### config.mk
export PLATFORM = sky130hd
export DESIGN_NAME = serial_full_subtractor
export DESIGN_NICKNAME = d
export VERILOG_FILES = /design/src/rtl/serial_full_subtractor.sv
export SDC_FILE = /design/constraint.sdc
export NUM_CORES = 1
export LEC_CHECK = 0
export ABC_AREA = 0
export BUFFER_PORTS_ARGS = -buffer_cell sky130_fd_sc_hd__buf_2
export CORE_MARGIN = 8
export CORE_UTILIZATION = 49
export DETAILED_ROUTE_END_ITERATION = 12
export HOLD_SLACK_MARGIN = 0.08
export PLACE_DENSITY = 0.78
export SYNTH_ARGS = -nofsm -noshare
export SYNTH_HDL_FRONTEND = slang
export SYNTH_SLANG_ARGS = --single-unit
### constraint.sdc
create_clock -name clk -period 1.4 [get_ports clk]
set_input_delay 0.14 -clock clk [delete_from_list [all_inputs] [get_ports clk]]
set_output_delay 0.14 -clock clk [all_outputs]
set_load 0.05 [all_outputs]
### src/rtl/serial_full_subtractor.sv
// Bit-serial WIDTH-bit subtractor (diff = a - b), one bit per clock, LSB first, built on a mux-based full-subtractor cell.
// Latency: accept edge E0, WIDTH RUN edges, done pulses in the cycle after E_WIDTH; next accept no earlier than E_WIDTH+2.
// Backpressure: start is sampled only in IDLE and ignored while busy, so one operation is in flight at a time.
//
// Ports:
//   clk        rising-edge clock
//   rst_n      asynchronous active-low reset
//   start      begin request, sampled only in IDLE
//   a, b       minuend / subtrahend, captured on the accepting edge
//   busy       high in RUN and DONE
//   done       one-cycle pulse when diff/borrow_out are updated
//   diff       a - b modulo 2^WIDTH, held until the next completion
//   borrow_out final borrow, 1 when a < b (unsigned)
module serial_full_subtractor #(
    parameter int WIDTH = 8
) (
    input  logic             clk,
    input  logic             rst_n,
    input  logic             start,
    input  logic [WIDTH-1:0] a,
    input  logic [WIDTH-1:0] b,
    output logic             busy,
    output logic             done,
    output logic [WIDTH-1:0] diff,
    output logic             borrow_out
);

    localparam int CW = (WIDTH > 1) ? $clog2(WIDTH) : 1;
    localparam logic [CW-1:0] LAST = CW'(WIDTH - 1);

    typedef enum logic [1:0] {
        IDLE = 2'd0,
        RUN  = 2'd1,
        DONE = 2'd2
    } state_t;

    state_t           state_q;
    logic [WIDTH-1:0] a_sr_q;
    logic [WIDTH-1:0] b_sr_q;
    logic [WIDTH-1:0] r_sr_q;
    logic             borrow_q;
    logic [CW-1:0]    count_q;
    logic [WIDTH-1:0] diff_q;
    logic             borrow_out_q;

    logic             d_bit;
    logic             bo_bit;
    logic [WIDTH-1:0] r_sr_d;

    // Full-subtractor cell: both outputs are 4:1 muxes selected by
    // {a0,b0}, with the incoming borrow as the data input.
    always_comb begin
        d_bit  = borrow_q;
        bo_bit = borrow_q;
        unique case ({a_sr_q[0], b_sr_q[0]})
            2'b00: begin d_bit =  borrow_q; bo_bit = borrow_q; end
            2'b01: begin d_bit = ~borrow_q; bo_bit = 1'b1;     end
            2'b10: begin d_bit = ~borrow_q; bo_bit = 1'b0;     end
            2'b11: begin d_bit =  borrow_q; bo_bit = borrow_q; end
            default: begin d_bit = borrow_q; bo_bit = borrow_q; end
        endcase
    end

    // Result register fills from the MSB so that after WIDTH shifts the
    // first (LSB) difference bit has reached bit 0.
    always_comb begin
        r_sr_d            = r_sr_q >> 1;
        r_sr_d[WIDTH-1]   = d_bit;
    end

    always_ff @(posedge clk or negedge rst_n) begin
        if (!rst_n) begin
            state_q      <= IDLE;
            a_sr_q       <= '0;
            b_sr_q       <= '0;
            r_sr_q       <= '0;
            borrow_q     <= 1'b0;
            count_q      <= '0;
            diff_q       <= '0;
            borrow_out_q <= 1'b0;
        end else begin
            unique case (state_q)
                IDLE: begin
                    if (start) begin
                        a_sr_q   <= a;
                        b_sr_q   <= b;
                        borrow_q <= 1'b0;
                        count_q  <= '0;
                        state_q  <= RUN;
                    end
                end
                RUN: begin
                    a_sr_q   <= a_sr_q >> 1;
                    b_sr_q   <= b_sr_q >> 1;
                    r_sr_q   <= r_sr_d;
                    borrow_q <= bo_bit;
                    count_q  <= count_q + CW'(1);
                    // Last bit: publish the result including this edge's bit.
                    if (count_q == LAST) begin
                        diff_q       <= r_sr_d;
                        borrow_out_q <= bo_bit;
                        state_q      <= DONE;
                    end
                end
                DONE: begin
                    state_q <= IDLE;
                end
                default: begin
                    state_q <= IDLE;
                end
            endcase
        end
    end

    // Decoded from registered state only, so both are glitch-free.
    assign busy       = (state_q != IDLE);
    assign done       = (state_q == DONE);
    assign diff       = diff_q;
    assign borrow_out = borrow_out_q;

endmodule

==> metrics.md <==
| Metric | Value |
|---|---|
| Status | `finished with violations` |
| Failing checks | `negative setup slack` |
| Drt initial violations | `60` |
| P&R area growth vs syn | `25.8%` |
| Nature of the critical path endpoint | `primary output` |
| Later-pin clock latency in the skew report | `340 ps` |
| DIE AREA | `5590 um^2` |
| Critical Path, Cell by Cell | `buf_6 -> nor2_4 -> inv_2 -> buf_6` |
| Slew margin rel. | `between 60% and 70%` |
| Wire per inst | `15.7 um` |
| Seq/Total Area, Yosys | `between 50% and 60%` |
| Core area | `~3300 um^2` |
| YS warnings | `0` |
| Initial core utilization | `50.7%` |
| Power Dens Cells | `2350 nW/um^2` |
| Cell variety after synth | `25` |
| Largest net degree at the start of global routing | `39` |
| Top cell family by delay on the critical path | `flip-flops` |
| Fin area | `2130 um^2` |
| Initial antenna violation count | `0` |
| Root buffer cell | `clkbuf_4` |
| #FFs+latches synth | `38` |
| Final antenna-violating net count | `0` |
| DR vias | `1302` |
| Worst Hold Endpoint | `a_sr_q[1]` |
| Period utilization | `101%` |
| Endpoints failing setup | `4` |
| Syn_nets | `168` |
| Height of the chip | `roughly 75 um` |
| Drc violations | `0` |
| Hold Crit Depth | `3` |
| Buffers & Inverters on Critical Path | `3` |
| Max Cap Viol | `0` |
| Comb pwr share | `about half` |
| Worst setup SP type | `flop` |
| Leak Pwr | `1.04 nW` |
| Pint | `between 0.002 and 0.003 W` |
| N_diodes | `0` |
| Fill cells | `281` |
| Min-delay src | `a[1]` |
| Placed cell count | `218` |
| Die width | `74.7 um` |
| CTS tree | `done` |
| Worst EP arrival | `1280 ps` |
| Routability cong. | `0.766` |
| Mapped cell area | `~1700 um^2` |
| Vias in the first global route | `roughly 1300` |
| Slowest-stage cell, CP | `dfrtp_2` |
| Io pins | `30` |
| Final setup margin | `-18.2 ps` |
| Drt via density | `5.40` |
| Site Rows | `21` |
| Nets | `~220` |
| P_sw | `0.00207 W` |
| Post-Synthesis Cells | `roughly 150` |
| Final cell count without fillers | `241` |
| Switching share of power | `about two fifths` |
| Most repeated library cell on the critical path | `buf_6` |
| Crit Reg-Reg Endpoint | `diff[2]` |
| CP max FO | `8` |
| Placed inst area | `1870 um^2` |
| Avg Cell Area, Syn | `11.6 um^2` |
| Htree depth | `2` |
| 1st-pass router iterations | `4` |
| Global-route wire length before repair | `6050 um` |
| Worst R2R Path Depth | `5` |
| Clock group share of total power | `11.9%` |
| Share of layout cells above drive strength 1 | `about two fifths` |
| Critical R2R Launch | `count_q[0]` |
| Worst Skew | `7.63 ps` |
| CP peak stage delay | `about 460 ps` |
| Final Critical Period | `roughly 1400 ps` |
| CTS buffer count | `5` |
| Final Max Tran Viols | `0` |
| Clk pin slew, worst setup/hold paths | `110 ps` |
| Worst slew pin tran | `474 ps` |
| Setup TNS | `-35.9 ps` |
| Overflow after GRT | `0` |
| GRT Util Overall | `14.3%` |
| Kind of critical path | `flop to primary output` |
| Final wirelength | `roughly 3800 um` |
| Clock Path Buffers | `2` |
| Buffers on Ports | `29` |
| Worst R2R Setup Slack | `-10 ps` |
| RSZ-0062 raised after global routing | `yes` |
| Max Freq | `roughly 710 MHz` |
| Post-DP HPWL | `2530 um` |
| Max VDD drop | `0.00121 V` |
| Data required, critical path | `1260 ps` |
| Part of the power in registers | `39.1%` |
| HP Class | `input port to flop` |
| Final hold violations | `0` |
| Clock sink count | `38` |
cells in the mapped netlist:
library cell,n,area (um^2)
buf_6,3,33.8
o22ai_1,19,119
a22o_1,3,26.3
nand3b_4,1,20.0
ha_1,2,25.0
nor2_2,1,6.26
inv_1,5,18.8
a2bb2oi_1,5,43.8
mux2_2,1,11.3
o21ai_0,6,30.0
fa_1,1,20.0
nor2_1,3,11.3
buf_2,4,20.0
o221a_2,2,22.5
dfrtp_1,38,951
a21oi_1,9,45.0
or2_2,1,6.26
nand3b_1,2,15.0
nand2b_1,3,18.8
nor2_4,1,11.3
nand2_1,23,86.3
buf_4,3,22.5
nand2b_2,1,8.76
mux2_4,7,105
nor2b_1,2,12.5
kinds of logic (layout without fill, tap and decap cells):
| kind of cell | Yosys count | count (layout) | synth area share, % |
|---|---|---|---|
| flip-flops | 38 | 38 | 56.3 |
| buffers and inverters | 15 | 64 | 5.63 |
| AND/OR/NAND/NOR | 38 | 38 | 11.6 |
| adder cells (fa/ha/maj) | 3 | 3 | 2.66 |
| multiplexers | 8 | 8 | 6.88 |
| AO/OA/AOI/OAI | 44 | 44 | 17.0 |
worst register-to-register path, cell delays in order, from the launching register on:
cell	delay, ps
dfrtp_1	400
ha_2	200
ha_4	170
nand3b_4	100
buf_6	140
mux2_4	300
power groups by stage:
stage / logic, W / registers (W) / clock network (W)
3_5_place_dp: 0.00221 / 0.00198 / 0
4_1_cts: 0.00231 / 0.00194 / 0.000618
5_1_grt: 0.00266 / 0.00201 / 0.000667
2_1_floorplan: 0.00136 / 0.00233 / 0
6_report: 0.00245 / 0.00195 / 0.000594
3_3_place_gp: 0.00214 / 0.00194 / 0
cell usage in the layout (no fill, tap or decap), types with 5 or more instances in the layout:
| cell | n |
|---|---|
| a2bb2oi_1 | 5 |
| a21oi_1 | 9 |
| buf_2 | 27 |
| o22ai_1 | 19 |
| clkbuf_4 | 5 |
| dfrtp_1 | 36 |
| buf_4 | 13 |
| nand2_1 | 23 |
| o21ai_0 | 6 |
| buf_6 | 5 |
| dlygate4sd3_1 | 5 |
| mux2_4 | 7 |
registers in the layout, summed over array words and instances, names as in the netlist:
register    count
a_sr_q          8
b_sr_q          8
diff            8
r_sr_q          7
count_q         3
state_q         2
borrow_out      1
borrow_q        1
routing by layer:
layer	vias up	GRT usage, %	wire [um]
met5	-	0	0
met4	0	5.22	67
met3	7	5.59	246
met2	43	23.4	1850
met1	638	16.5	1610
li1	614	-	-
how the worst max path moves through the flow:
stage / start / to / slack [ps] / depth (start not counted)
after global placement: count_q[0] / diff[0] / -8 / 4
after floorplan: count_q[0] / borrow_out / 20 / 5
after detailed placement: count_q[0] / diff[0] / -50 / 4
after global routing: state_q[1] / busy / -80 / 4
after CTS: state_q[1] / busy / -50 / 4
final: state_q[1] / busy / -20 / 4
cell type report:
cell class | instances | area, um^2 | share of cell area [%]
sequential | 38 | 953 | 44.8
multi-input combinational | 93 | 674 | 31.7
timing repair buffer | 51 | 359 | 16.9
tap | 46 | 57.6 | 2.71
clock buffer | 7 | 55.1 | 2.59
inverter | 5 | 22.5 | 1.06
clock inverter | 1 | 5.00 | 0.235
stage by stage:
stage / setup WS, ps / total power [W] / hold WS (ps) / utilization [%]
2_1_floorplan: 19.5 / 0.00369 / -156 / -
3_3_place_gp: -7.72 / 0.00408 / 205 / 56.2
3_5_place_dp: -46.2 / 0.00419 / 218 / 56.2
4_1_cts: -50.4 / 0.00487 / 81.9 / 60.7
5_1_grt: -78.6 / 0.00534 / 98.6 / 63.7
6_report: -18.2 / 0.00499 / 90.5 / 63.7
timing repair:
| item | CTS | global route |
|---|---|---|
| setup buffers | 3 | 7 |
| endpoints found under the setup margin | 15 | 11 |
| hold buffers | 5 | 0 |
| hold endpoints to repair | 42 | 0 |
| pin swaps | 1 | 1 |
| resized for setup | 7 | 11 |
(Power assumes the default switching activity.)
